File: config.mk
export PLATFORM = sky130hd
export DESIGN_NAME = bcd_six_to_bin
export DESIGN_NICKNAME = d
export VERILOG_FILES = /design/src/rtl/bcd_six_to_bin.sv
export SDC_FILE = /design/constraint.sdc
export NUM_CORES = 1
export LEC_CHECK = 0
export ABC_AREA = 1
export CORE_MARGIN = 8
export CORE_UTILIZATION = 48
export CTS_CLUSTER_DIAMETER = 150
export DETAILED_ROUTE_END_ITERATION = 6
export GPL_TIMING_DRIVEN = 0
export PLACE_DENSITY = 0.75
export SETUP_SLACK_MARGIN = 0.3
export SLEW_MARGIN = 0
export SYNTH_ARGS = -nofsm -noshare
export SYNTH_HDL_FRONTEND = slang
export SYNTH_SLANG_ARGS = --single-unit
File: constraint.sdc
create_clock -name sys_clk -period 2.15 [get_ports sys_clk]
set_clock_uncertainty 0.05 [all_clocks]
set_input_delay 0.3225 -clock sys_clk [delete_from_list [all_inputs] [get_ports sys_clk]]
set_output_delay 0.3225 -clock sys_clk [all_outputs]
set_load 0.005 [all_outputs]
File: src/rtl/bcd_six_to_bin.sv
// ============================================================================
// Module   : bcd_six_to_bin
// Purpose  : Six-digit BCD to 20-bit binary converter (reverse double-dabble)
// Options  : BCD_DIGIT_CHK_EN - flag digits above 9 and force data to zero
// Revision : 1.0 - initial release
// ============================================================================
`default_nettype none

module bcd_six_to_bin (
  input  logic        sys_clk,
  input  logic        sys_rst,
  input  logic        start,
  input  logic [3:0]  unit,
  input  logic [3:0]  ten,
  input  logic [3:0]  hun,
  input  logic [3:0]  tho,
  input  logic [3:0]  t_tho,
  input  logic [3:0]  h_hun,
  output logic [19:0] data,
  output logic        busy,
  output logic        done,
  output logic        err
);

  localparam logic [0:0] S_IDLE   = 1'b0;
  localparam logic [0:0] S_CONV   = 1'b1;
  localparam logic [4:0] C_LAST   = 5'd19;
  localparam int         C_NIBS   = 6;

  logic [0:0]  r_state;
  logic [4:0]  r_cnt;
  logic [43:0] r_wr;
  logic        r_err_cap;
  logic [19:0] r_data;
  logic        r_busy;
  logic        r_done;
  logic        r_err;

  logic [43:0] w_shift;
  logic [43:0] w_next;
  logic        w_dig_err;

  assign w_shift        = {1'b0, r_wr[43:1]};
  assign w_next[19:0]   = w_shift[19:0];

  // Each BCD nibble is corrected independently; no borrow between digits.
  generate
    for (genvar g = 0; g < C_NIBS; g++) begin : g_nib
      assign w_next[20+4*g +: 4] = (w_shift[20+4*g +: 4] >= 4'd8) ?
                                   (w_shift[20+4*g +: 4] - 4'd3) :
                                    w_shift[20+4*g +: 4];
    end
  endgenerate

`ifdef BCD_DIGIT_CHK_EN
  assign w_dig_err = (unit  > 4'd9) | (ten   > 4'd9) | (hun   > 4'd9) |
                     (tho   > 4'd9) | (t_tho > 4'd9) | (h_hun > 4'd9);
`else
  assign w_dig_err = 1'b0;
`endif

  always_ff @(posedge sys_clk or posedge sys_rst) begin
    if (sys_rst) begin
      r_state   <= S_IDLE;
      r_cnt     <= 5'd0;
      r_wr      <= 44'd0;
      r_err_cap <= 1'b0;
      r_data    <= 20'd0;
      r_busy    <= 1'b0;
      r_done    <= 1'b0;
      r_err     <= 1'b0;
    end else begin
      r_done <= 1'b0;
      if (r_state == S_IDLE) begin
        if (start) begin
          r_wr      <= {h_hun, t_tho, tho, hun, ten, unit, 20'd0};
          r_cnt     <= 5'd0;
          r_busy    <= 1'b1;
          r_err_cap <= w_dig_err;
          r_state   <= S_CONV;
        end
      end else begin
        r_wr <= w_next;
        if (r_cnt == C_LAST) begin
          r_data  <= r_err_cap ? 20'd0 : w_next[19:0];
          r_done  <= 1'b1;
          r_err   <= r_err_cap;
          r_busy  <= 1'b0;
          r_cnt   <= 5'd0;
          r_state <= S_IDLE;
        end else begin
          r_cnt <= r_cnt + 5'd1;
        end
      end
    end
  end

  assign data = r_data;
  assign busy = r_busy;
  assign done = r_done;
  assign err  = r_err;

endmodule

`default_nettype wire
==> impl_metrics.csv <==
group,metric,value,unit
sta,max_slew_margin,53.9,%
sta,rsz0062_at_grt,"no",
worst_setup_path,end_kind,"output port",
sta,period_share,75.1,%
floorplanning,initial_core_util,49.2,%
placed_design,port-buffer-count,48,
worst_setup_path,start_kind,"flip-flop",
synthesis,yosysSeqAreaShare,53.8,%
clock_tree,htreeDepth,3,
routing,dr.pass1.iters,4,
sta,fmax,0.619,GHz
clock_tree,hold_buffers,0,
sta,finalHoldViolations,0,
global_routing,grt_pass1_wl,12.1,mm
layout,drive_gt1_share,10.2,%
worst_setup_path,cp_cell_sequence,"clkdlybuf4s50_1",
clock_tree,postCtsSetupBuffers,0,
synthesis,syn-num-nets,416,
synthesis,yosys_warnings,0,
floorplanning,die_h,99.0,µm
placed_design,dpl.cell_count,507,
routing,ant_nets,0,
clock_tree,clkSlewWorstSetupHoldPaths,0.08,ns
routing,drtIter0Drc,119,
sta,setup_violations,0,
synthesis,synth.distinct_cells,25,
placed_design,dp_hpwl,5.10,mm
routing,wl,7.18,mm
worst_setup_path,path_class,"flip-flop to output port",
layout,final_nets,476,
layout,area_growth,25.7,%
clock_tree,cts_tree,"done",
floorplanning,num_rows,30,
clock_tree,cts_max_path_buffers,2,
floorplanning,die_w,99.0,µm
global_routing,globalRoute.totalOverflow,0,
flow_run,maxCapViolCount,0,
sta,drv_slew,0,
synthesis,syn_avg_cell_area,8.74,µm²
clock_tree,clkLatencyLatePin,0.35,ns
worst_setup_path,cp.arrival,1.24,ns
routing,vias,2658,
worst_setup_path,crit_required,1.78,ns
synthesis,ys_seq_elements,71,
power,power.leakage,0.00201,µW
clock_tree,cts_buffers,9,
worst_setup_path,crit_path_max_fanout,2,
global_routing,grt_pass1_vias,2653,
worst_setup_path,critPathTopFamily,"buffers and inverters",
clock_tree,clock_sinks,71,
placed_design,place.gp.congestion,0.844,
power,power_density,1470,mW/mm²
power,power,6090,µW
layout,multiInputGateArea,0.00118,mm²
worst_setup_path,crit_buf_inv,1,
floorplanning,ios,50,
outcome,status,"completed",
worst_setup_path,slowest_stage,"clkdlybuf4s50_1",
sta,fin_crit,1.61,ns
global_routing,antenna_found_initial,0,
layout,fill_cells,580,
power,irDropWorstVdd,0.000565,V
layout,antenna_cells,0,
synthesis,syn-cell-area,0.00330,mm²
hold_path,hp-class,"input pin to asynchronous set/reset pin",
layout,regArea,0.00178,mm²
clock_tree,cts_root_buffer,"clkbuf_8",
sta,finalSetupTns,0,ns
global_routing,grt_start_max_net_pins,43,
worst_setup_path,slowest_delay,0.52,ns
routing,wl_per_cell,13.7,µm
floorplanning,coreArea,0.00672,mm²
routing,drc_errors,0,
worst_setup_path,crit_start,"busy",
worst_setup_path,r2r_start,"r_cnt[0]",
layout,final-instance-count-excl-fill,523,
routing,vias_per_cell,5.08,
clock_tree,cts_resized,0,
sta,worst_slew_pin_slew,0.689,ns
floorplanning,dieArea,0.00979,mm²
synthesis,synthCells,378,
global_routing,grt_usage,15.5,%
[synth_stat cells]
cell      count  area, µm²
a21oi_1       3       15.0
a22o_1        1       8.76
buf_2        10       50.1
buf_4         3       22.5
buf_6         3       33.8
clkbuf_1      1       3.75
conb_1        1       3.75
dfrtp_1      71       1780
ha_1         11        138
inv_1        56        210
inv_2         6       22.5
nand2_1     103        387
nand3_1      22        110
nand3_4       1       17.5
nand4_1       2       12.5
nor2_1        9       33.8
nor2_4        3       33.8
nor3_1        1       5.00
o211ai_1     10       75.1
o211ai_2      1       12.5
o21ai_0      27        135
o21ai_1      11       55.1
o21bai_1      1       7.51
o22ai_1      20        125
xnor2_1       1       8.76
[state kept, by name (all words and copies together), names as in the netlist]
signal	cells
r_wr	43
busy	1
data	20
done	1
r_state	1
r_cnt	5
[stage by stage]
| step | instance area [µm²] | utilization (%) | hold WS, ns | setup WS, ns |
|---|---|---|---|---|
| 6_report | 4150 | 61.8 | 0.363 | 0.535 |
| 5_1_grt | 4150 | 61.8 | 0.422 | 0.447 |
| 4_1_cts | 4150 | 61.8 | 0.378 | 0.525 |
| 3_5_place_dp | 3910 | 58.2 | 0.423 | 0.454 |
| 3_3_place_gp | 3890 | 57.9 | 0.417 | 0.155 |
| 2_1_floorplan | 3310 | - | 0.392 | 0.825 |
[layout make-up]
cell class,count,area share (%)
multi-input cells,228,28.5
repair buffers,49,12.1
plain buffers,17,2.65
clock buffers,9,2.98
flip-flops and latches,71,42.8
well taps,80,2.41
clock inverters,7,2.89
inverters,62,5.70
[layout by cell type, fill, tap and decap left out]
| cell | synthesis | final |
|---|---|---|
| inv_2 | 6 | 6 |
| buf_2 | 10 | 10 |
| o22ai_1 | 20 | 20 |
| conb_1 | 1 | 1 |
| clkinv_2 | 0 | 1 |
| bufinv_16 | 0 | 3 |
| o21ai_1 | 11 | 11 |
| xnor2_1 | 1 | 1 |
| clkbuf_8 | 0 | 9 |
| a22o_1 | 1 | 1 |
| buf_12 | 0 | 1 |
| nor2_1 | 9 | 9 |
| nand3_1 | 22 | 22 |
| clkbuf_1 | 1 | 1 |
| buf_4 | 3 | 3 |
| clkdlybuf4s50_1 | 0 | 48 |
| nand3_4 | 1 | 1 |
| o21ai_0 | 27 | 27 |
| o211ai_1 | 10 | 10 |
| nor3_1 | 1 | 1 |
| o21bai_1 | 1 | 1 |
| a21oi_1 | 3 | 3 |
| o211ai_2 | 1 | 1 |
| clkinvlp_4 | 0 | 2 |
| nand4_1 | 2 | 2 |
| inv_6 | 0 | 1 |
| nor2_4 | 3 | 3 |
| nand2_1 | 103 | 103 |
| inv_1 | 56 | 55 |
| clkinv_4 | 0 | 1 |
| buf_6 | 3 | 3 |
| ha_1 | 11 | 11 |
| dfrtp_1 | 71 | 71 |
[routing by layer]
| metal | wire length [µm] | vias to the layer above | GRT usage, % |
|---|---|---|---|
| met3 | 521 | 11 | 5.50 |
| met4 | 138 | 0 | 7.91 |
| li1 | - | 1327 | - |
| met2 | 3340 | 78 | 24.8 |
| met5 | 0 | - | 0 |
| met1 | 3170 | 1242 | 17.8 |
[worst paths after layout]
check / cells past startpoint / to / slack [ns]
worst max-delay path: 1 / busy / 0.54
worst min-delay path: 2 / r_wr[34] / 0.36
worst max register to register: 7 / data[5] / 0.65
worst min register to register: 2 / data[12] / 0.44
max in group asynchronous: 3 / r_wr[8] / 1.08
min in group sys_clk: 2 / data[12] / 0.44
[logic make-up (layout without fill, tap and decap cells)]
group / Yosys count / in the layout / synth area share [%]
adders and majority gates: 11 / 11 / 4.17
xor gates and xnor gates: 1 / 1 / 0.265
and+or+nand+nor: 141 / 141 / 18.1
other: 1 / 1 / 0.114
DFF: 71 / 71 / 53.8
AOI/OAI and AO/OA: 74 / 74 / 13.1
buffers and inverters: 79 / 144 / 10.4
[power breakdown]
part	switching [µW]	internal (µW)
sequential	346	1930
combinational	1380	1120
clock	539	774
total	2270	3820
(Power assumes the default switching activity.)
